## src/rtl/reg_load_arbiter4_if.sv

```systemverilog
// Bus between the four requesters and the shared-register load arbiter.
//   req    : request vector, bit i belongs to requester i
//   data   : packed request bytes, requester i owns data[8*i+7:8*i]
//   regIn  : byte presented to the shared register's data input
//   Enbar  : active-low load enable to the shared register
//   grant  : one-hot, requester currently being served
//   ack    : one-hot, single-cycle completion pulse
//   busy   : high while a transfer is in progress
//   owner  : index of the requester whose data was last loaded
// master = requester side, slave = arbiter side.
interface reg_load_arbiter4_if;
  logic [3:0]  req;
  logic [31:0] data;
  logic [7:0]  regIn;
  logic        Enbar;
  logic [3:0]  grant;
  logic [3:0]  ack;
  logic        busy;
  logic [1:0]  owner;

  modport master (output req, data,
                  input  regIn, Enbar, grant, ack, busy, owner);
  modport slave  (input  req, data,
                  output regIn, Enbar, grant, ack, busy, owner);
endinterface

```

## src/rtl/reg_load_arbiter4.sv

```systemverilog
// Round-robin load arbiter in front of one shared 8-bit register whose
// Clkbar is tied to Clk. A winner's byte is latched onto regIn and Enbar is
// held low for LOAD_CYCLES cycles (the register captures on each falling
// edge), then the winner gets a one-cycle ack. Occupancy per transfer is
// LOAD_CYCLES+2 cycles.
// Ports:
//   Clk      : clock, all state updates on the rising edge
//   Resetbar : asynchronous active-low reset
//   bus      : reg_load_arbiter4_if slave modport (req/data in,
//              regIn/Enbar/grant/ack/busy/owner out, all registered)
module reg_load_arbiter4 #(
  parameter int LOAD_CYCLES = 1
) (
  input logic              Clk,
  input logic              Resetbar,
  reg_load_arbiter4_if.slave bus
);

  typedef enum logic [1:0] {IDLE, LOAD, ACK} state_t;

  localparam logic [3:0] CNT_INIT = 4'(LOAD_CYCLES - 1);

  state_t     state_q, state_d;
  logic [3:0] cnt_q, cnt_d;
  logic [1:0] ptr_q, ptr_d;
  logic [1:0] win_q, win_d;
  logic [1:0] owner_q, owner_d;
  logic [7:0] regin_q, regin_d;
  logic       enbar_q, enbar_d;
  logic       busy_q, busy_d;
  logic [3:0] grant_q, grant_d;
  logic [3:0] ack_q, ack_d;

  // First set request bit starting at the pointer, wrapping modulo 4.
  // Scanning from the farthest offset down lets the nearest one win last.
  function automatic logic [1:0] rr_pick(input logic [3:0] r, input logic [1:0] p);
    logic [1:0] idx;
    rr_pick = p;
    for (int k = 3; k >= 0; k--) begin
      idx = p + 2'(k);
      if (r[idx]) rr_pick = idx;
    end
  endfunction

  always_ff @(posedge Clk or negedge Resetbar) begin
    if (!Resetbar) begin
      state_q <= IDLE;
      cnt_q   <= 4'd0;
      ptr_q   <= 2'd0;
      win_q   <= 2'd0;
      owner_q <= 2'd0;
      regin_q <= 8'h00;
      enbar_q <= 1'b1;
      busy_q  <= 1'b0;
      grant_q <= 4'b0000;
      ack_q   <= 4'b0000;
    end else begin
      state_q <= state_d;
      cnt_q   <= cnt_d;
      ptr_q   <= ptr_d;
      win_q   <= win_d;
      owner_q <= owner_d;
      regin_q <= regin_d;
      enbar_q <= enbar_d;
      busy_q  <= busy_d;
      grant_q <= grant_d;
      ack_q   <= ack_d;
    end
  end

  always_comb begin
    state_d = state_q;
    cnt_d   = cnt_q;
    ptr_d   = ptr_q;
    win_d   = win_q;
    owner_d = owner_q;
    regin_d = regin_q;
    enbar_d = enbar_q;
    busy_d  = busy_q;
    grant_d = grant_q;
    ack_d   = 4'b0000;
    case (state_q)
      IDLE: begin
        if (bus.req != 4'b0000) begin
          win_d   = rr_pick(bus.req, ptr_q);
          // Data is sampled only here; later changes on the bus are ignored.
          regin_d = bus.data[{win_d, 3'b000} +: 8];
          grant_d = 4'b0001 << win_d;
          enbar_d = 1'b0;
          busy_d  = 1'b1;
          cnt_d   = CNT_INIT;
          state_d = LOAD;
        end
      end
      LOAD: begin
        if (cnt_q != 4'd0) begin
          cnt_d = cnt_q - 4'd1;
        end else begin
          enbar_d = 1'b1;
          ack_d   = grant_q;
          owner_d = win_q;
          ptr_d   = win_q + 2'd1;
          state_d = ACK;
        end
      end
      ACK: begin
        grant_d = 4'b0000;
        busy_d  = 1'b0;
        state_d = IDLE;
      end
      default: state_d = IDLE;
    endcase
  end

  assign bus.regIn = regin_q;
  assign bus.Enbar = enbar_q;
  assign bus.grant = grant_q;
  assign bus.ack   = ack_q;
  assign bus.busy  = busy_q;
  assign bus.owner = owner_q;

endmodule

```

## src/flat_wrapper.sv

```systemverilog
// flat-port wrapper written by rule: the top's interface ports become plain ports
module reg_load_arbiter4_flat 
#(
  parameter int LOAD_CYCLES = 1
)
  (Clk, Resetbar, bus_req, bus_data, bus_regIn, bus_Enbar, bus_grant, bus_ack, bus_busy, bus_owner);
  reg_load_arbiter4_if bus_i ();
  input logic Clk;
  input logic Resetbar;
  input wire logic [$bits(bus_i.req)-1:0] bus_req;
  input wire logic [$bits(bus_i.data)-1:0] bus_data;
  output wire logic [$bits(bus_i.regIn)-1:0] bus_regIn;
  output wire logic [$bits(bus_i.Enbar)-1:0] bus_Enbar;
  output wire logic [$bits(bus_i.grant)-1:0] bus_grant;
  output wire logic [$bits(bus_i.ack)-1:0] bus_ack;
  output wire logic [$bits(bus_i.busy)-1:0] bus_busy;
  output wire logic [$bits(bus_i.owner)-1:0] bus_owner;
  assign bus_i.req = bus_req;
  assign bus_i.data = bus_data;
  assign bus_regIn = bus_i.regIn;
  assign bus_Enbar = bus_i.Enbar;
  assign bus_grant = bus_i.grant;
  assign bus_ack = bus_i.ack;
  assign bus_busy = bus_i.busy;
  assign bus_owner = bus_i.owner;
  reg_load_arbiter4 #(.LOAD_CYCLES(LOAD_CYCLES)) u_core (.Clk(Clk), .Resetbar(Resetbar), .bus(bus_i));
endmodule
```

## config.mk

```make
export PLATFORM = sky130hd
export DESIGN_NAME = reg_load_arbiter4_flat
export DESIGN_NICKNAME = d
export VERILOG_FILES = /design/src/rtl/reg_load_arbiter4_if.sv /design/src/rtl/reg_load_arbiter4.sv /design/src/flat_wrapper.sv
export SDC_FILE = /design/constraint.sdc
export NUM_CORES = 1
export LEC_CHECK = 0
export ABC_AREA = 1
export CORE_MARGIN = 1.5
export CORE_UTILIZATION = 48
export DETAILED_ROUTE_END_ITERATION = 8
export MAX_ROUTING_LAYER = met4
export PLACE_DENSITY = 0.95
export SYNTH_ARGS = -nofsm -noshare
export SYNTH_HDL_FRONTEND = slang
export SYNTH_SLANG_ARGS = --single-unit
```

## constraint.sdc

```tcl
create_clock -name Clk -period 4.29 [get_ports Clk]
set_input_delay 0.429 -clock Clk [delete_from_list [all_inputs] [get_ports Clk]]
set_output_delay 0.429 -clock Clk [all_outputs]
set_load 0.01 [all_outputs]
```

* Word level (Yosys, flattened, before mapping)
Cells that the tools add are included.
** Operators by class
- Div/mod/pow operators :: 0
- Reductions and logical operators :: 11
- Shifts and indexed selects :: 2
- Multiply operators :: 0
- Muxes and demuxes :: 29
- $lt $le $gt $ge :: 4
- Bitwise gates (word level) :: 1
- Equality and inequality tests :: 5
- Add/sub/neg operators :: 5
** Operator list (number)
- variable part select 32 x 6 -> 8 bit :: 1
- 2-to-1 mux 4 bit :: 5
- 2-to-1 mux 2 bit :: 8
- case mux 4 bit (2 select lines) :: 2
- less-than comparator 2 x 3 -> 1 bit, second input constant :: 4
- binary-select mux 1 bit (select 2 bit) :: 4
- AND reduction 2 bit :: 4
- nonzero test 4 bit :: 2
- 2-to-1 mux 1 bit :: 7
- AND reduction 3 bit :: 2
- adder 2 x 1 -> 2 bit, second input constant :: 2
- adder 2 bit, second input constant :: 2
- != test 2 x 1 -> 1 bit, second input constant :: 2
- case mux 1 bit (2 select lines) :: 2
- case mux 2 bit (2 select lines) :: 1
- nonzero test 2 bit :: 2
- left shift 1 x 2 -> 4 bit, first input constant :: 1
- subtractor 4 x 1 -> 4 bit, second input constant :: 1
- equality test 2 x 1 -> 1 bit, second input constant :: 1
- equality test 2 bit, second input constant :: 1
- zero test 2 bit :: 1
- != test 2 bit, second input constant :: 1
- inverter 1 bit :: 1
** Word-level totals
- Memory bits (writable) :: 0
- Flip-flop bits (word level) :: 30
- Memories kept :: 0
- Bits in latches :: 0
- Memory bits (read-only) :: 0

* Logic depth before layout (Yosys ltp)
Gate-level depths: netlist of run 1.
- Word-level depth :: 12
- Mapped depth :: 16

* Worst setup path after synthesis of run 1
OpenSTA, ideal clock, no wires.
- Path type :: register to register
- Start :: reg u_core.ptr_q[0]
- End :: reg u_core.regin_q[6] (netlist: u_core.bus.regIn[6])
- Data arrival time :: 1546 ps
- Setup slack :: 2625 ps
- Cell stages (with the launch flop) :: 17
- Data required time :: 4171 ps
- Path through :: dfrtp_1 > buf_6 > inv_4 > nand2_1 > nand2_1 > nand2_1 > nand2_1 > inv_2 > nand2_2 > nand2_2 > nand2_4 > nand2_4 > buf_6 > nand2_1 > nand3_1 > nand3_1 > nand2_1
** On the way
- Longest elaborated chain between the ends :: 10
** RTL lines
- from (decl) :: line reg_load_arbiter4.sv:25 : logic [1:0] ptr_q, ptr_d;
- from (signal assigned) :: line reg_load_arbiter4.sv:60 : ptr_q <= ptr_d;
- adder 2 bit :: line reg_load_arbiter4.sv:40 : idx = p + 2'(k);
- binary-select mux 1 bit (select 2 bit) :: line reg_load_arbiter4.sv:41 : if (r[idx]) rr_pick = idx;
- 2-to-1 mux 1 bit (implied by the code) :: line reg_load_arbiter4.sv:41
- 2-to-1 mux 2 bit (3 in series) :: line reg_load_arbiter4.sv:41
- 2-to-1 mux 2 bit (*) :: line reg_load_arbiter4.sv:41
- 2-to-1 mux 2 bit (*) :: line reg_load_arbiter4.sv:84 : if (bus.req != 4'b0000) begin
- 2-to-1 mux 2 bit (*) :: line reg_load_arbiter4.sv:82 : case (state_q)
- variable part select 32 x 6 -> 8 bit (*) :: line reg_load_arbiter4.sv:87 : regin_d = bus.data[{win_d, 3'b000} +: 8];
- to (signal assigned) :: line reg_load_arbiter4.sv:63 : regin_q <= regin_d;
- to (decl) :: line reg_load_arbiter4.sv:28 : logic [7:0] regin_q, regin_d;
Every way passes the cells marked *; elsewhere a longest branch is shown, timed or not. The select of a mux whose other input is x is not followed.
A chain may end at the register's enable or synchronous reset.

* Final worst setup path of run 1
- Start :: reg u_core.ptr_q[0]
- End :: reg u_core.regin_q[1] (netlist: u_core.bus.regIn[1])
The elaborated chain is that of the path after synthesis.

==> results of run 1 <==
## sequential cells by signal, indices dropped and copies added (netlist names)
| register | flops |
|---|---|
| u_core.cnt_q | 4 |
| u_core.bus.grant | 4 |
| u_core.win_q | 2 |
| u_core.bus.Enbar | 1 |
| u_core.state_q | 2 |
| u_core.bus.busy | 1 |
| u_core.bus.owner | 2 |
| u_core.ptr_q | 2 |
| u_core.bus.ack | 4 |
| u_core.bus.regIn | 8 |
## worst max path at each step
stage                                           end  slack (ns)  cells past startpoint
finish              u_core.bus.regIn[1]$_DFFE_PN0P_        2.00                     12
global route        u_core.bus.regIn[2]$_DFFE_PN0P_        1.78                     11
CTS                 u_core.bus.regIn[0]$_DFFE_PN0P_        2.04                     12
detailed placement  u_core.bus.regIn[0]$_DFFE_PN0P_        1.72                     12
global placement    u_core.bus.regIn[0]$_DFFE_PN0P_        1.81                     12
floorplan           u_core.bus.regIn[6]$_DFFE_PN0P_        2.63                     16
## per-layer routing
layer / share of wire / track usage / vias up
met1: 0.45 / 0.3338 / 818
li1: - / - / 829
met3: 0.052 / 0.05672 / 7
met4: 0.0099 / 0.07764 / 0
met2: 0.49 / 0.4164 / 51
met5: 0 / - / -
## logic make-up (layout without fill, tap and decap cells)
group | Yosys count | in the layout | synth area share
simple gates | 146 | 146 | 0.3954
flops | 30 | 30 | 0.4605
buf+inv | 28 | 88 | 0.07892
compound gates | 15 | 15 | 0.05211
fa+ha+maj | 1 | 1 | 0.007662
xor+xnor | 1 | 1 | 0.005365
## through the flow
| step | hold slack, ns | util | instance area [um^2] | worst slack (ns) |
|---|---|---|---|---|
| 6_report | 0.4774 | 0.7238 | 2282 | 1.998 |
| 5_1_grt | 0.5002 | 0.7238 | 2282 | 1.783 |
| 4_1_cts | 0.4812 | 0.7238 | 2282 | 2.039 |
| 3_5_place_dp | 0.4660 | 0.7048 | 2222 | 1.716 |
| 3_3_place_gp | 0.4601 | 0.7048 | 2222 | 1.811 |
| 2_1_floorplan | 0.1334 | - | 1633 | 2.625 |
## report_power, final
group	total, mW	switching, mW	leakage (nW)	internal [mW]
clock	0.173	0.0934	0.0353	0.0794
combinational	1.17	0.721	0.711	0.445
sequential	0.512	0.0978	0.375	0.414
## area by class of cell
class,count,area share
Tap cell,44,0.02412
Inverter,22,0.03728
Clock inverter,1,0.002193
Multi-Input combinational cell,163,0.3295
Clock buffer,7,0.02412
Timing Repair Buffer,58,0.2533
Sequential cell,30,0.3295
## placed cells by master, fill, tap and decap left out, drive strengths merged, types with 2 or more instances in the layout
| master | count |
|---|---|
| clkdlybuf4s50 | 57 |
| a21oi | 2 |
| nor2 | 11 |
| o21ai | 7 |
| dfrtp | 29 |
| clkbuf | 7 |
| nand3 | 48 |
| o22ai | 4 |
| nand2 | 85 |
| clkinv | 2 |
| inv | 21 |
==> out/metrics.csv, run 1 <==
metric;value;unit
post_cts_hold_buffer_count;0;
worst_r2r_path_depth;12;
avgSynthCellArea;7.388;um^2
grt_pass1_wl;6955;um
coreArea;3153;um^2
timing.critical_path.fanout_max;11;
end_kind;register;
global_route_total_overflow;0;
floorplan.die.height;61.33;um
leakagePower;1.122;nW
post-layout-total-power;1.851;mW
htreeDepth;2;
timing.critical_path.arrival;2.50;ns
fillers;256;
series_of_cell_instances_along_the_critical_path;inv_4 > nand2_1 > nand2_1 > nand2_1 > nand3_1 > nand2_1 > nand2_1 > nand2_1 > o21ai_1 > nand3_1 > nand3_1 > nand2_1;
slew_headroom;0.4200;
max-clock-path-buffers;2;
clk_latency;0.32;ns
timing.critical_path.buf_inv;1;
drt_first_pass_iters;4;
final.min_clock_period;2.292;ns
final_cell_count_no_fill;325;
max_cap_viol_count;0;
grt_max_degree;31;
total_track_usage;0.2607;
floorplan.initialDensity;0.5179;
numCtsBuffers;5;
cts.sink_count;30;
fin_skew;0.01015;ns
grt_antenna_before_repair;0;
post-route-drc-count;0;
report.final.slew_viol_count;0;
critical_path.most_common_cell;sky130_fd_sc_hd__nand2_1;
cells_after_dpl;317;
cts_resized;0;
routed-via-count;1705;
ys_warn_count;0;
die_width;61.33;um
area_taken_by_flip_flops_and_latches;752.0;um^2
clk_pin_slew;0.10;ns
synth_edf_count;0;
synth_commonest_cells;sky130_fd_sc_hd__nand2_1, sky130_fd_sc_hd__nand3_1, sky130_fd_sc_hd__dfrtp_1, sky130_fd_sc_hd__inv_1, sky130_fd_sc_hd__nor2_1;
multi_input_comb_area;752.0;um^2
timing.critical_path.required;4.50;ns
synthDistinctLibCells;26;
post-route-period-util;0.5344;
cp-start-kind;register;
finalSetupViolCount;0;
synth_top_area_share;0.4444;
count_of_input_and_output_buffers;57;
synthMostInstantiatedCell;sky130_fd_sc_hd__nand2_1;
avgRoutedWirePerCell;13.09;um
worst_ir_drop_vdd;462.3;uV
synth_top_cells_by_area;sky130_fd_sc_hd__dfrtp_1, sky130_fd_sc_hd__nand2_1, sky130_fd_sc_hd__nand3_1;
finalNetCount;319;
critical_path.slowest_cell;sky130_fd_sc_hd__o21ai_1;
synth_top_flop_cell;sky130_fd_sc_hd__dfrtp_1;
routabilityCongestion;0.8292;
areaGrowthSynthToFinish;39.77;%
ios;58;
total_wirelength_of_the_detailed_routed_design;4254;um
critPathTopFamily;simple AND/OR/NAND/NOR gates;
synth_fp_nets;260;
antenna-diode-count;0;
detail-route-antenna-nets;0;
ctsRootBufferMaster;sky130_fd_sc_hd__clkbuf_4;
report.final.hold_viol_count;0;
post_synthesis_cell_area;1633;um^2
power.density_cell_area;811.0;nW/um^2
post-cts-setup-buffers;0;
tightestPinTransition;0.8643;ns
grt_pass1_vias;1605;
reg2reg_from;u_core.ptr_q[0]$_DFFE_PN0P_;
ys_async_sr_fraction;1.000;
synth_area_leader_cell;sky130_fd_sc_hd__dfrtp_1;
worst-r2r-setup-slack;2.00;ns
floorplan.die_area;3761;um^2
postSynthRegisterBits;30;
drt_first_iter_violations;88;
final.setup.tns;0;ns
grt_setup_unrepaired;no;
cp-startpoint;u_core.ptr_q[0]$_DFFE_PN0P_;
std_cell_rows;20;
status;complete, no violations;
vias_per_cell;5.246;
cts_tree;built;
dp.final_hpwl;3124;um
path_class;reg2reg;
timing.hold.worst.class;in2async;
syn-instance-count;221;
yosysSeqAreaShare;0.4605;
largest_stage_delay_on_the_critical_path;0.68;ns
final_layout_size_suffix_gt1_frac;0.06406;
fmax;436.2;MHz
reg2reg_to;u_core.bus.regIn[1]$_DFFE_PN0P_;
Power figures use the tool's default switching activity.
==> run 2, diff against run 1 <==
--- a/config.mk
+++ b/config.mk
@@ -7,10 +7,10 @@
 export LEC_CHECK = 0
 export ABC_AREA = 1
 export CORE_MARGIN = 1.5
-export CORE_UTILIZATION = 48
+export CORE_UTILIZATION = 40
 export DETAILED_ROUTE_END_ITERATION = 8
 export MAX_ROUTING_LAYER = met4
-export PLACE_DENSITY = 0.95
+export PLACE_DENSITY = 0.85
 export SYNTH_ARGS = -nofsm -noshare
 export SYNTH_HDL_FRONTEND = slang
 export SYNTH_SLANG_ARGS = --single-unit
==> constraint.sdc (replaced) <==
create_clock -name Clk -period 1.9 [get_ports Clk]
set_input_delay 0.19 -clock Clk [delete_from_list [all_inputs] [get_ports Clk]]
set_output_delay 0.19 -clock Clk [all_outputs]
set_load 0.01 [all_outputs]
==> run 2 against run 1 <==
  * Count of clock-buffer cells in the layout stayed put
  * First-iteration DRC count up 55%
  * Maximum frequency increased by 26%
  * Wire length increased by 1.4%
  * Critical endpoint is now u_core.bus.regIn[4]$_DFFE_PN0P_
  * Largest cell class is now multi-input combinational cells
  * Largest power group unchanged
==> out/metrics.csv, run 2 (same netlist as run 1, synthesis figures left out) <==
metric;value;unit
status;complete, no violations;
cells_after_dpl;331;
cp-start-kind;register;
fin_skew;0.006406;ns
final_area;2426;um^2
grt_pass1_vias;1586;
numCtsBuffers;5;
detail-route-antenna-nets;0;
reg2reg_from;u_core.ptr_q[0]$_DFFE_PN0P_;
areaGrowthSynthToFinish;48.58;%
worst-r2r-setup-slack;0.08;ns
grt_pass1_wl;6817;um
global_route.peak_usage_layer;met2;
avgRoutedWirePerCell;12.68;um
clk_latency;0.28;ns
mostFrequentLayoutCells;sky130_fd_sc_hd__nand2_1, sky130_fd_sc_hd__clkdlybuf4s50_1, sky130_fd_sc_hd__nand3_1, sky130_fd_sc_hd__dfrtp_1, sky130_fd_sc_hd__inv_1;
cts_tree;built;
worst_r2r_path_depth;14;
final_layout_size_suffix_gt1_frac;0.1069;
grt_antenna_before_repair;0;
leakagePower;1.186;nW
slew_headroom;0.7516;
gr-usage-met2;0.3250;
fillers;362;
count_of_input_and_output_buffers;57;
report.final.hold_viol_count;0;
end_kind;register;
final.min_clock_period;1.825;ns
antenna-diode-count;0;
dp.final_hpwl;3167;um
grt_max_degree;31;
largest_stage_delay_on_the_critical_path;0.45;ns
post_placement_cell_area;2302;um^2
std_cell_rows;23;
finalNetCount;328;
max_cap_viol_count;0;
floorplan.die_area;4474;um^2
path_class;reg2reg;
worst_ir_drop_vdd;1116;uV
ctsRootBufferMaster;sky130_fd_sc_hd__clkbuf_8;
clk_pin_slew;0.06;ns
met1_track_demand_over_resource;0.2680;
global_route_total_overflow;0;
htreeDepth;2;
vias_per_cell;4.941;
timing.critical_path.arrival;1.99;ns
fmax;548.1;MHz
routabilityCongestion;0.8425;
reg2reg_to;u_core.bus.regIn[4]$_DFFE_PN0P_;
critical_path.most_common_cell;sky130_fd_sc_hd__nand2_1;
final.setup.tns;0;ns
routed-via-count;1680;
cts.sink_count;30;
timing.critical_path.required;2.06;ns
floorplan.die.height;66.89;um
finalSetupViolCount;0;
layout.cells.most_common;sky130_fd_sc_hd__nand2_1;
timing.final.ws_setup;0.07546;ns
report.final.slew_viol_count;0;
timing.critical_path.fanout_max;17;
max-clock-path-buffers;2;
ios;58;
critical_path.slowest_cell;sky130_fd_sc_hd__dfrtp_2;
preCtsSetupSlack;-0.03500;ns
timing.hold.worst.class;in2async;
coreArea;3971;um^2
post_cts_hold_buffer_count;0;
die_width;66.89;um
floorplan.initialDensity;0.4112;
total_wirelength_of_the_detailed_routed_design;4312;um
tightestPinTransition;0.3726;ns
post-route-drc-count;0;
total_track_usage;0.2086;
drt_first_iter_violations;136;
max_ffs_per_register;8;
series_of_cell_instances_along_the_critical_path;buf_4 > nand2_1 > nand2_1 > nand2_2 > nand2_1 > nand2_1 > nand2_2 > nand2_2 > nand2_4 > buf_12 > nand3_1 > nand3_1 > nand3_1 > nand2_1;
hold_slack;0.2980;ns
drt_first_pass_iters;4;
power.density_cell_area;1911;nW/um^2
grt.met3_usage;0.04054;
post-route-period-util;0.9603;
final_cell_count_no_fill;340;
==> run 2: cell count changes in the layout (fill, tap and decap cells not counted), sizes merged <==
cell	before	now
buf	1	10
==> run 2: metal layers <==
metal,wire [um],up-vias
met1,1875,785
met4,42,0
li1,-,851
met5,0,-
met3,191,4
met2,2203,40
==> run 2: worst max-delay path by stage <==
stage          depth (start not counted)                   startpoint                         endpoint  slack, ns
2_1_floorplan                         16  u_core.ptr_q[0]$_DFFE_PN0P_  u_core.bus.regIn[6]$_DFFE_PN0P_       0.24
4_1_cts                               13  u_core.ptr_q[0]$_DFFE_PN0P_  u_core.bus.regIn[4]$_DFFE_PN0P_      0.002
5_1_grt                               14  u_core.ptr_q[0]$_DFFE_PN0P_  u_core.bus.regIn[4]$_DFFE_PN0P_      -0.05
3_3_place_gp                          13                   bus_req[1]  u_core.bus.regIn[4]$_DFFE_PN0P_       0.02
3_5_place_dp                          14                   bus_req[1]  u_core.bus.regIn[4]$_DFFE_PN0P_      -0.04
6_report                              14  u_core.ptr_q[0]$_DFFE_PN0P_  u_core.bus.regIn[4]$_DFFE_PN0P_       0.08
==> run 2: timing repair <==
item | 4_1_cts | 5_1_grt
buffers inserted | 0 | 1
endpoints found under the setup margin | 0 | 11
resized for setup | 0 | 8
==> run 2: layout make-up <==
cell class                      count  area, um^2  area share
Timing Repair Buffer               67       658.1      0.2713
Inverter                           22       85.08     0.03507
Multi-Input combinational cell    163       775.7      0.3198
Clock inverter                      1       5.005    0.002063
Clock buffer                        7       86.33     0.03559
Tap cell                           50       62.56     0.02579
Sequential cell                    30       753.2      0.3105
==> run 2: power by group <==
part           leakage (nW)  internal (mW)  switching [mW]
Combinational         0.763           1.25            1.74
Sequential            0.374          0.940           0.188
Clock                0.0482          0.292           0.229
Total                  1.19           2.48            2.15
==> run 2: metrics by stage <==
step	utilization	total power, mW
global placement	0.5797	3.896
global route	0.6109	5.070
CTS	0.6027	4.541
finish	0.6109	4.637
detailed placement	0.5797	3.978
floorplan	-	3.001
==> run 2: critical path, delay by kind of cell (launching register included) <==
family	cells	cell delay, ns
simple gates	12	0.92
flops	1	0.45
buf+inv	2	0.32
==> run 3, diff against run 2 <==
--- a/config.mk
+++ b/config.mk
@@ -7,10 +7,9 @@
 export LEC_CHECK = 0
 export ABC_AREA = 1
 export CORE_MARGIN = 1.5
-export CORE_UTILIZATION = 40
+export CORE_UTILIZATION = 45
 export DETAILED_ROUTE_END_ITERATION = 8
-export MAX_ROUTING_LAYER = met4
-export PLACE_DENSITY = 0.85
+export PLACE_DENSITY = 0.9
 export SYNTH_ARGS = -nofsm -noshare
 export SYNTH_HDL_FRONTEND = slang
 export SYNTH_SLANG_ARGS = --single-unit
==> constraint.sdc (replaced) <==
create_clock -name Clk -period 1.7 [get_ports Clk]
set_input_delay 0.17 -clock Clk [delete_from_list [all_inputs] [get_ports Clk]]
set_output_delay 0.17 -clock Clk [all_outputs]
set_load 0.01 [all_outputs]
==> run 3 against run 2 <==
  * The run now ends with setup timing left
  * Largest cell class unchanged
  * Wire length up 58%
  * Non-clock buffer count is 16 higher
  * Sequential power is 15% higher
  * Core utilization increased by 23 points
  * Maximum frequency is 6.3% lower
  * Largest power group unchanged
  * Setup slack worse by 0.32 ns
  * Combinational power rose by 71%
  * Register-to-register slack worse by 0.32 ns
  * Flip-flop and latch count is the same
  * Sequential share of layout area is 4.9 points lower
==> out/metrics.csv, run 3 (same netlist as run 1, synthesis figures left out) <==
metric;value;unit
status;finished with violations;
failed_checks;setup timing;
area_taken_by_flip_flops_and_latches;754.5;um^2
max_cap_viol_count;0;
timing.critical_path.required;1.93;ns
numCtsBuffers;5;
post_placement_cell_area;2362;um^2
layout.cells.most_common;sky130_fd_sc_hd__nand2_1;
post-route-drc-count;0;
finalSetupViolCount;14;
end_kind;register;
timing.final.ws_setup;-0.2470;ns
areaGrowthSynthToFinish;76.47;%
fin_skew;0.008057;ns
routed-via-count;2014;
cts.sink_count;30;
report.final.slew_viol_count;0;
grt_pass1_wl;7969;um
avgRoutedWirePerCell;19.19;um
fillers;189;
postLayoutCoreUtil;0.8436;
total_track_usage;0.2555;
seq_power_share;0.185;
ios;58;
report.final.hold_viol_count;0;
path_class;reg2reg;
leakagePower;1.370;nW
total_wirelength_of_the_detailed_routed_design;6832;um
preCtsSetupSlack;-0.2888;ns
floorplan.die.height;63.24;um
final.setup.tns;-2.328;ns
grt_pass1_vias;1793;
global_route_total_overflow;0;
drt_first_pass_iters;4;
share_comb_of_total_power;0.727;
cell_internal_pwr;3.558;mW
power.density_cell_area;2442;nW/um^2
timing.critical_path.arrival;2.18;ns
fmax;513.6;MHz
timing.critical_path.fanout_max;8;
vias_per_cell;5.657;
grt_setup_unrepaired;yes;
floorplan.die_area;3999;um^2
std_cell_rows;21;
timing.hold.worst.class;in2async;
ctsRootBufferMaster;sky130_fd_sc_hd__clkbuf_4;
clk_latency;0.34;ns
count_of_input_and_output_buffers;57;
post-route-period-util;1.145;
dp.final_hpwl;3328;um
final.min_clock_period;1.947;ns
cts_tree;built;
final_layout_size_suffix_gt1_frac;0.3355;
multi_input_comb_area;1071;um^2
finalNetCount;348;
worst_ir_drop_vdd;1194;uV
grt_max_degree;31;
routabilityCongestion;0.8631;
final_area;2882;um^2
floorplan.initialDensity;0.4780;
antenna-diode-count;0;
drt_first_iter_violations;218;
cp-start-kind;register;
swShare;0.4945;
power_frac_clock;0.088;
detail-route-antenna-nets;0;
mostFrequentLayoutCells;sky130_fd_sc_hd__nand2_1, sky130_fd_sc_hd__clkdlybuf4s50_1, sky130_fd_sc_hd__nand3_2, sky130_fd_sc_hd__dfrtp_1, sky130_fd_sc_hd__buf_4;
max_ffs_per_register;8;
slew_headroom;0.7452;
clk_pin_slew;0.10;ns
coreArea;3416;um^2
grt_antenna_before_repair;0;
die_width;63.24;um
switchingPower;3.480;mW
tightestPinTransition;0.3821;ns
htreeDepth;2;
max-clock-path-buffers;2;
==> run 3: final timing paths <==
kind,from,end,slack (ns),cells past startpoint
max in group asynchronous,Resetbar,u_core.bus.Enbar$_DFFE_PN1P_,1.17,2
setup / recovery,u_core.ptr_q[0]$_DFFE_PN0P_,u_core.bus.regIn[5]$_DFFE_PN0P_,-0.25,14
setup reg to reg,u_core.ptr_q[0]$_DFFE_PN0P_,u_core.bus.regIn[5]$_DFFE_PN0P_,-0.25,14
hold / removal,Resetbar,u_core.bus.grant[0]$_DFFE_PN0P_,0.20,2
hold reg to reg,u_core.bus.Enbar$_DFFE_PN1P_,u_core.bus.Enbar$_DFFE_PN1P_,0.47,2
min in group Clk,u_core.bus.Enbar$_DFFE_PN1P_,u_core.bus.Enbar$_DFFE_PN1P_,0.47,2
==> run 3: cell type report <==
class / count / share of cell area
repair buffers: 83 / 0.2857
multi-input cells: 167 / 0.3717
inverters: 22 / 0.03126
flip-flops and latches: 30 / 0.2618
well taps: 46 / 0.01997
clock inverters: 1 / 0.01042
clock buffers: 7 / 0.01911
==> run 3: worst max-delay path: stages (launching register included) <==
cell and delay, ns:
sky130_fd_sc_hd__dfrtp_2 0.49, sky130_fd_sc_hd__buf_6 0.16, sky130_fd_sc_hd__nand2_2 0.06, sky130_fd_sc_hd__nand2_2 0.06, sky130_fd_sc_hd__nand2_1 0.11, sky130_fd_sc_hd__nand2_1 0.10
sky130_fd_sc_hd__inv_2 0.08, sky130_fd_sc_hd__nand2_4 0.08, sky130_fd_sc_hd__nand2_4 0.09, sky130_fd_sc_hd__nand2_8 0.10, sky130_fd_sc_hd__buf_12 0.16, sky130_fd_sc_hd__nand3_2 0.08
sky130_fd_sc_hd__nand3_2 0.09, sky130_fd_sc_hd__nand3_1 0.09, sky130_fd_sc_hd__nand2_1 0.08
==> run 3: stage by stage <==
stage | instances | power (mW) | hold WS, ns
floorplan | 221 | 3.354 | -0.1256
global placement | 334 | 4.507 | 0.4521
detailed placement | 334 | 4.650 | 0.4572
CTS | 349 | 5.644 | 0.2196
global route | 356 | 7.419 | 0.2213
finish | 356 | 7.038 | 0.2047
==> run 3: per-layer routing <==
metal	vias up	track usage	share of wire
li1	900	-	-
met1	978	0.3106	0.36
met2	109	0.4335	0.53
met3	27	0.04643	0.067
met4	0	0.1304	0.043
met5	-	0	0
==> run 3: timing repair <==
item,CTS,global route
hold buffers,0,0
setup endpoints to repair,15,18
setup buffers,6,3
pin swaps,9,43
resized for setup,15,61
gates cloned,1,4
==> run 3: power by group through the flow <==
stage	clock network (mW)	logic (mW)	registers [mW]
after floorplan	0	2.05	1.30
after global placement	0	3.24	1.26
after detailed placement	0	3.38	1.27
after CTS	0.613	3.76	1.27
after global routing	0.654	5.43	1.33
final	0.616	5.12	1.30
